File: config.mk
export PLATFORM = sky130hd
export DESIGN_NAME = layer_scheduler
export DESIGN_NICKNAME = d
export VERILOG_FILES = /design/src/rtl/skyhop_defs.sv /design/src/rtl/lfsr8.sv /design/src/rtl/layer_scheduler.sv
export SDC_FILE = /design/constraint.sdc
export NUM_CORES = 1
export LEC_CHECK = 0
export CAP_MARGIN = 40
export CORE_ASPECT_RATIO = 1.1
export CORE_MARGIN = 4
export CORE_UTILIZATION = 50
export DETAILED_ROUTE_END_ITERATION = 6
export GPL_ROUTABILITY_DRIVEN = 0
export PLACE_DENSITY = 0.7
export SLEW_MARGIN = 20
export SYNTH_ARGS = -nofsm -noshare
export SYNTH_HDL_FRONTEND = slang
export SYNTH_SLANG_ARGS = --single-unit
File: constraint.sdc
create_clock -name pclk -period 2.8 [get_ports pclk]
set_input_delay 0.28 -clock pclk [delete_from_list [all_inputs] [get_ports pclk]]
set_output_delay 0.28 -clock pclk [all_outputs]
set_load 0.005 [all_outputs]
File: src/rtl/skyhop_defs.sv
// ============================================================================
// Module : skyhop_defs
// Brief  : Shared constants and state encoding for the layer stack logic.
// Rev    : 1.0
// ============================================================================
`default_nettype none

package skyhop_defs;

   localparam int ROW_W = 7;

   typedef enum logic [1:0] {
      S_IDLE   = 2'd0,
      S_FILL   = 2'd1,
      S_READY  = 2'd2,
      S_SCROLL = 2'd3
   } state_t;

   localparam logic [ROW_W-1:0] FLOOR_MAP    = '1;
   localparam logic [ROW_W-1:0] FALLBACK_MAP = 7'b0001000;
   // x^8 + x^6 + x^5 + x^4 + 1, taps on bits 7,5,4,3 of a left-shifting register
   localparam logic [7:0]       LFSR_TAPS    = 8'b1011_1000;

endpackage

`default_nettype wire

File: src/rtl/lfsr8.sv
// ============================================================================
// Module : lfsr8
// Brief  : 8-bit Fibonacci LFSR, free running, zero seed replaced by 8'h01.
// Rev    : 1.0
// ============================================================================
`default_nettype none

module lfsr8
   import skyhop_defs::*;
(
   input  logic       pclk,
   input  logic       rst_n,
   input  logic [7:0] seed,
   output logic [7:0] out
);

   logic [7:0] r_lfsr;
   logic [7:0] w_seed;

   assign w_seed = (seed == 8'h00) ? 8'h01 : seed;

   always_ff @(posedge pclk) begin
      if (!rst_n) begin
         r_lfsr <= w_seed;
      end else begin
         r_lfsr <= {r_lfsr[6:0], ^(r_lfsr & LFSR_TAPS)};
      end
   end

   assign out = r_lfsr;

endmodule

`default_nettype wire

File: src/rtl/layer_scheduler.sv
// ============================================================================
// Module : layer_scheduler
// Brief  : Ring buffer of generated platform rows with fill/scroll control.
// Rev    : 1.0
// ============================================================================
`default_nettype none

module layer_scheduler
   import skyhop_defs::*;
#(
   parameter int         LAYERS = 8,
   parameter int         ROW_W  = skyhop_defs::ROW_W,
   parameter logic [7:0] SEED   = 8'hA5,
   parameter int         CNT_W  = 16,
   localparam int        IDX_W  = $clog2(LAYERS),
   localparam int        RD_W   = IDX_W + 1
)(
   input  logic             pclk,
   input  logic             rst_n,
   input  logic             init,
   input  logic             scroll,
   output logic             gen_layer_select,
   input  logic [ROW_W-1:0] gen_layer_map,
   input  logic [ROW_W-1:0] gen_block_type,
   input  logic [RD_W-1:0]  rd_row,
   output logic [ROW_W-1:0] rd_map,
   output logic [ROW_W-1:0] rd_type,
   output logic             ready,
   output logic             scroll_drop,
   output logic [CNT_W-1:0] scroll_cnt
);

   state_t           r_state;
   state_t           w_next;
   logic [IDX_W-1:0] r_head;
   logic [IDX_W-1:0] r_fill_idx;
   logic [CNT_W-1:0] r_scroll_cnt;
   logic             r_scroll_drop;
   logic [ROW_W-1:0] r_map  [LAYERS];
   logic [ROW_W-1:0] r_type [LAYERS];
   logic [ROW_W-1:0] r_rd_map;
   logic [ROW_W-1:0] r_rd_type;

   logic [7:0]       w_lfsr;
   logic             w_lfsr_unused;
   logic [ROW_W-1:0] w_gen_map;
   logic [ROW_W-1:0] w_gen_type;
   logic             w_we;
   logic [IDX_W-1:0] w_waddr;
   logic [ROW_W-1:0] w_wmap;
   logic [ROW_W-1:0] w_wtype;
   logic             w_drop;
   logic [IDX_W-1:0] w_raddr;

   lfsr8 u_lfsr (
      .pclk  (pclk),
      .rst_n (rst_n),
      .seed  (SEED),
      .out   (w_lfsr)
   );

   assign gen_layer_select = w_lfsr[0];
   assign w_lfsr_unused    = ^w_lfsr[7:1];

   // An empty generated row would leave the player nowhere to land
   assign w_gen_map  = (gen_layer_map == '0) ? ROW_W'(FALLBACK_MAP) : gen_layer_map;
   assign w_gen_type = (gen_layer_map == '0) ? '0 : gen_block_type;

   always_comb begin
      w_next  = r_state;
      w_we    = 1'b0;
      w_waddr = r_head;
      w_wmap  = w_gen_map;
      w_wtype = w_gen_type;
      w_drop  = scroll && !init && (r_state != S_READY);
      if (init) begin
         w_next = S_FILL;
      end else begin
         case (r_state)
            S_IDLE: ;
            S_FILL: begin
               w_we    = 1'b1;
               w_waddr = r_fill_idx;
               if (r_fill_idx == '0) begin
                  w_wmap  = ROW_W'(FLOOR_MAP);
                  w_wtype = '0;
               end
               if (r_fill_idx == IDX_W'(LAYERS - 1)) begin
                  w_next = S_READY;
               end
            end
            S_READY: begin
               if (scroll) begin
                  w_next = S_SCROLL;
               end
            end
            S_SCROLL: begin
               w_we   = 1'b1;
               w_next = S_READY;
            end
            default: w_next = S_IDLE;
         endcase
      end
   end

   assign w_raddr = r_head + rd_row[IDX_W-1:0];

   always_ff @(posedge pclk) begin
      if (!rst_n) begin
         r_state       <= S_IDLE;
         r_head        <= '0;
         r_fill_idx    <= '0;
         r_scroll_cnt  <= '0;
         r_scroll_drop <= 1'b0;
         r_rd_map      <= '0;
         r_rd_type     <= '0;
         for (int i = 0; i < LAYERS; i++) begin
            r_map[i]  <= '0;
            r_type[i] <= '0;
         end
      end else begin
         r_state       <= w_next;
         r_scroll_drop <= w_drop;
         if (init) begin
            r_head       <= '0;
            r_fill_idx   <= '0;
            r_scroll_cnt <= '0;
         end else if (r_state == S_FILL) begin
            r_fill_idx <= r_fill_idx + 1'b1;
         end else if (r_state == S_SCROLL) begin
            r_head <= r_head + 1'b1;
            if (r_scroll_cnt != '1) begin
               r_scroll_cnt <= r_scroll_cnt + 1'b1;
            end
         end
         if (w_we) begin
            r_map[w_waddr]  <= w_wmap;
            r_type[w_waddr] <= w_wtype;
         end
         // Reads see the pre-write contents of a slot written this cycle
         if (rd_row >= RD_W'(LAYERS)) begin
            r_rd_map  <= '0;
            r_rd_type <= '0;
         end else begin
            r_rd_map  <= r_map[w_raddr];
            r_rd_type <= r_type[w_raddr];
         end
      end
   end

   assign ready       = (r_state == S_READY);
   assign scroll_drop = r_scroll_drop;
   assign scroll_cnt  = r_scroll_cnt;
   assign rd_map      = r_rd_map;
   assign rd_type     = r_rd_type;

endmodule

`default_nettype wire

==> impl_metrics.toml <==
[outcome]
outcome = "completed"

[cells_and_area]
instances_no_fill = 762
syn_to_final_growth_pct = 21.22
nets = 617
num_antenna_cells = 0
drive_gt1_frac = 0.1448
finalCoreUtilization = 0.6167
final_area_sq_um = 8148

[place]
port_buffers = 54
dpl_cell_area_sq_um = 7561
place_inst = 730
hpwl_microns = 9318

[power]
p_int_mw = 4.197
p_comb_frac = 0.065
ir_drop_uv = 471.9
leakage_nw = 2.915
swShare = 0.2020
power_density_nw_per_um2 = 645.4
pwr-share-clk = 0.437
power.net_switching_mw = 1.062
p_seq_frac = 0.498

[synth]
synthArstFlopShare = 0
yosysWarnings = 0
synth_top_area_frac = 0.5004
synth_edf_count = 112
seq_area_frac_synth = 0.6404
synth_seq_cells = 159
syn_nets = 547
synthesis.instances = 518
synthTopCellsByArea = "edfxtp_1 (50%), dfxtp_1 (14%), mux4_2 (9.4%)"
syn_area_sq_um = 6721
synth_cell_types = 39
synth_top_area_cell = "edfxtp_1"
synth_area_per_cell_sq_um = 12.98
synth_ff_type = "edfxtp_1"

[global_routing]
grtUsageTotal = 0.2036
grt_pass1_vias = 4446
grt_overflow = 0
grt_antenna_before_repair = 0
grt_pass1_wl_microns = 23380
grt_max_degree = 29

[floorplanning]
die_w_microns = 118.5
placementRows = 44
core_sq_um = 13210
die-area_sq_um = 15360
io_pins = 55
start_util = 0.5087
die_y_microns = 129.6

[sta]
whs_ps = 405.7
hold_viol = 0
clock.fmax_ghz = 0.4727
finClkSkew_ps = 7.966
rsz0062_at_grt = "no"
tightest_slew_ps = 848.2
fin_setup_tns_ps = 0
fin_crit_sh = 0.7555
setup_viol = 0
period_needed_ps = 2115
maxSlewViolCount = 0
slew_headroom = 0.4345

[critical_path]
crit_type = "register to register"
crit_buf_inv = 0
worstPathCellList = "nor3b_4, nand3b_1, nand3_1, nor2_1"
critPathRequiredTime_ps = 2950
critical-path-max-stage-delay_ps = 460
critPathTopFamily = "simple AND/OR/NAND/NOR gates"
cp-start-kind = "register"
cpMaxStageDelayCell = "nand3_1"
cp.arrival_ps = 2260
worstSetupEndpointType = "register"
path_max_fanout = 8

[clock_network]
cts-resized-gates = 0
cts_tree = "yes"
cts_sinks = 159
clockBufferDepth = 2
hold_buffers = 0
clk_pin_slew_ps = 60
post_cts_buffers = 0
clk_latency_ps = 420
cts_root_buf = "clkbuf_16"
numCtsBuffers = 17
htreeDepth = 4

[drt]
viasPerCell = 5.715
highest_layer = "met4"
dr.pass1.iters = 5
vias = 4355
routed_wl_microns = 14860
avgRoutedWirePerCell_microns = 19.50
postRouteAntennaNets = 0
wl_met1_microns = 5938
drt_drc_violations_left = 0
drt-initial-drc-count = 360
met3WireLength_microns = 909
wl_met2_microns = 7807

[min_path]
hold_class = "register to register"

[flow_run]
max_cap_violations = 0
[sequential cells by signal (all words and copies together), names as in the netlist]
name         flops
r_map           56
u_lfsr.out       8
scroll_cnt      16
r_head           3
r_state          2
r_type          56
scroll_drop      1
rd_map           7
rd_type          7
r_fill_idx       3
[power groups by stage]
stage	Sequential, mW	Combinational (mW)	Clock [mW]
5_1_grt	2.63	0.369	2.44
3_3_place_gp	2.67	0.337	0
3_5_place_dp	2.67	0.344	0
2_1_floorplan	2.66	0.201	0
4_1_cts	2.62	0.346	2.32
6_report	2.62	0.341	2.30
[area by class of cell]
cell class | instances | area, sq um
repair buffers | 77 | 750.7
clock buffers | 24 | 471.7
fillers | 1048 | 5065
flip-flops and latches | 159 | 4304
clock inverters | 8 | 115.1
well taps | 161 | 201.4
multi-input cells | 326 | 2278
inverters | 7 | 26.28
[final timing paths]
kind / cells past startpoint / slack, ps / start / to
worst min register to register: 1 / 410 / u_lfsr.out[6] / u_lfsr.out[7]
worst max-delay path: 4 / 680 / r_state[0] / r_type[2][5]
worst min-delay path: 1 / 410 / u_lfsr.out[6] / u_lfsr.out[7]
worst max register to register: 4 / 680 / r_state[0] / r_type[2][5]
[cell families after synthesis]
group,after synthesis,synth area share
muxes,49,0.1253
adders and majority gates,7,0.01415
xor gates and xnor gates,9,0.01173
and+or+nand+nor,228,0.1560
buffers and inverters,33,0.02215
AOI/OAI and AO/OA,33,0.03034
DFF,159,0.6404
[metal layers]
metal,vias up,global-route usage
li1,2016,-
met1,2155,0.2476
met2,165,0.3572
met3,19,0.05151
met4,0,0.07021
met5,-,0
[placed cells by master, fill, tap and decap left out, types with 2 or more instances in the layout]
cell / Yosys / routed
a21oi_1: 16 / 16
and2_1: 6 / 6
and3_1: 3 / 3
buf_12: 0 / 3
buf_4: 2 / 20
bufinv_16: 0 / 3
clkbuf_1: 10 / 5
clkbuf_16: 0 / 17
clkbuf_8: 0 / 2
clkdlybuf4s50_1: 0 / 54
clkinv_1: 0 / 2
clkinv_2: 0 / 2
dfxtp_1: 47 / 47
edfxtp_1: 112 / 112
ha_1: 6 / 5
inv_1: 7 / 7
mux2i_1: 20 / 20
mux4_2: 28 / 28
nand2_1: 21 / 21
nand2b_1: 5 / 5
nand3_1: 16 / 16
nand3_2: 4 / 4
nand4_1: 4 / 4
nor2_1: 143 / 143
nor2b_1: 4 / 4
nor3b_2: 2 / 2
o21ai_0: 7 / 7
o31ai_1: 5 / 5
o41ai_1: 2 / 2
or3_1: 8 / 8
or4_1: 6 / 6
xnor2_1: 4 / 3
xor2_1: 5 / 5
[cell usage after synthesis, types with 2 or more instances]
library cell,n
inv_1,7
buf_2,13
or3_1,8
nand2b_1,5
mux4_2,28
ha_1,6
nand2_1,21
nor3b_2,2
clkbuf_1,10
xor2_1,5
xnor2_1,4
dfxtp_1,47
o41ai_1,2
o31ai_1,5
nor2_1,143
a21oi_1,16
edfxtp_1,112
nor2b_1,4
o21ai_0,7
nand3_1,16
and3_1,3
mux2i_1,20
nand4_1,4
buf_4,2
or4_1,6
nand3_2,4
and2_1,6
[through the flow]
| step | power, mW | setup WS [ps] |
|---|---|---|
| 3_5_place_dp | 3.015 | 348.6 |
| 3_3_place_gp | 3.004 | 383.0 |
| 6_report | 5.259 | 684.6 |
| 5_1_grt | 5.433 | 579.6 |
| 4_1_cts | 5.290 | 707.9 |
| 2_1_floorplan | 2.863 | 463.3 |
(Power assumes the default switching activity.)
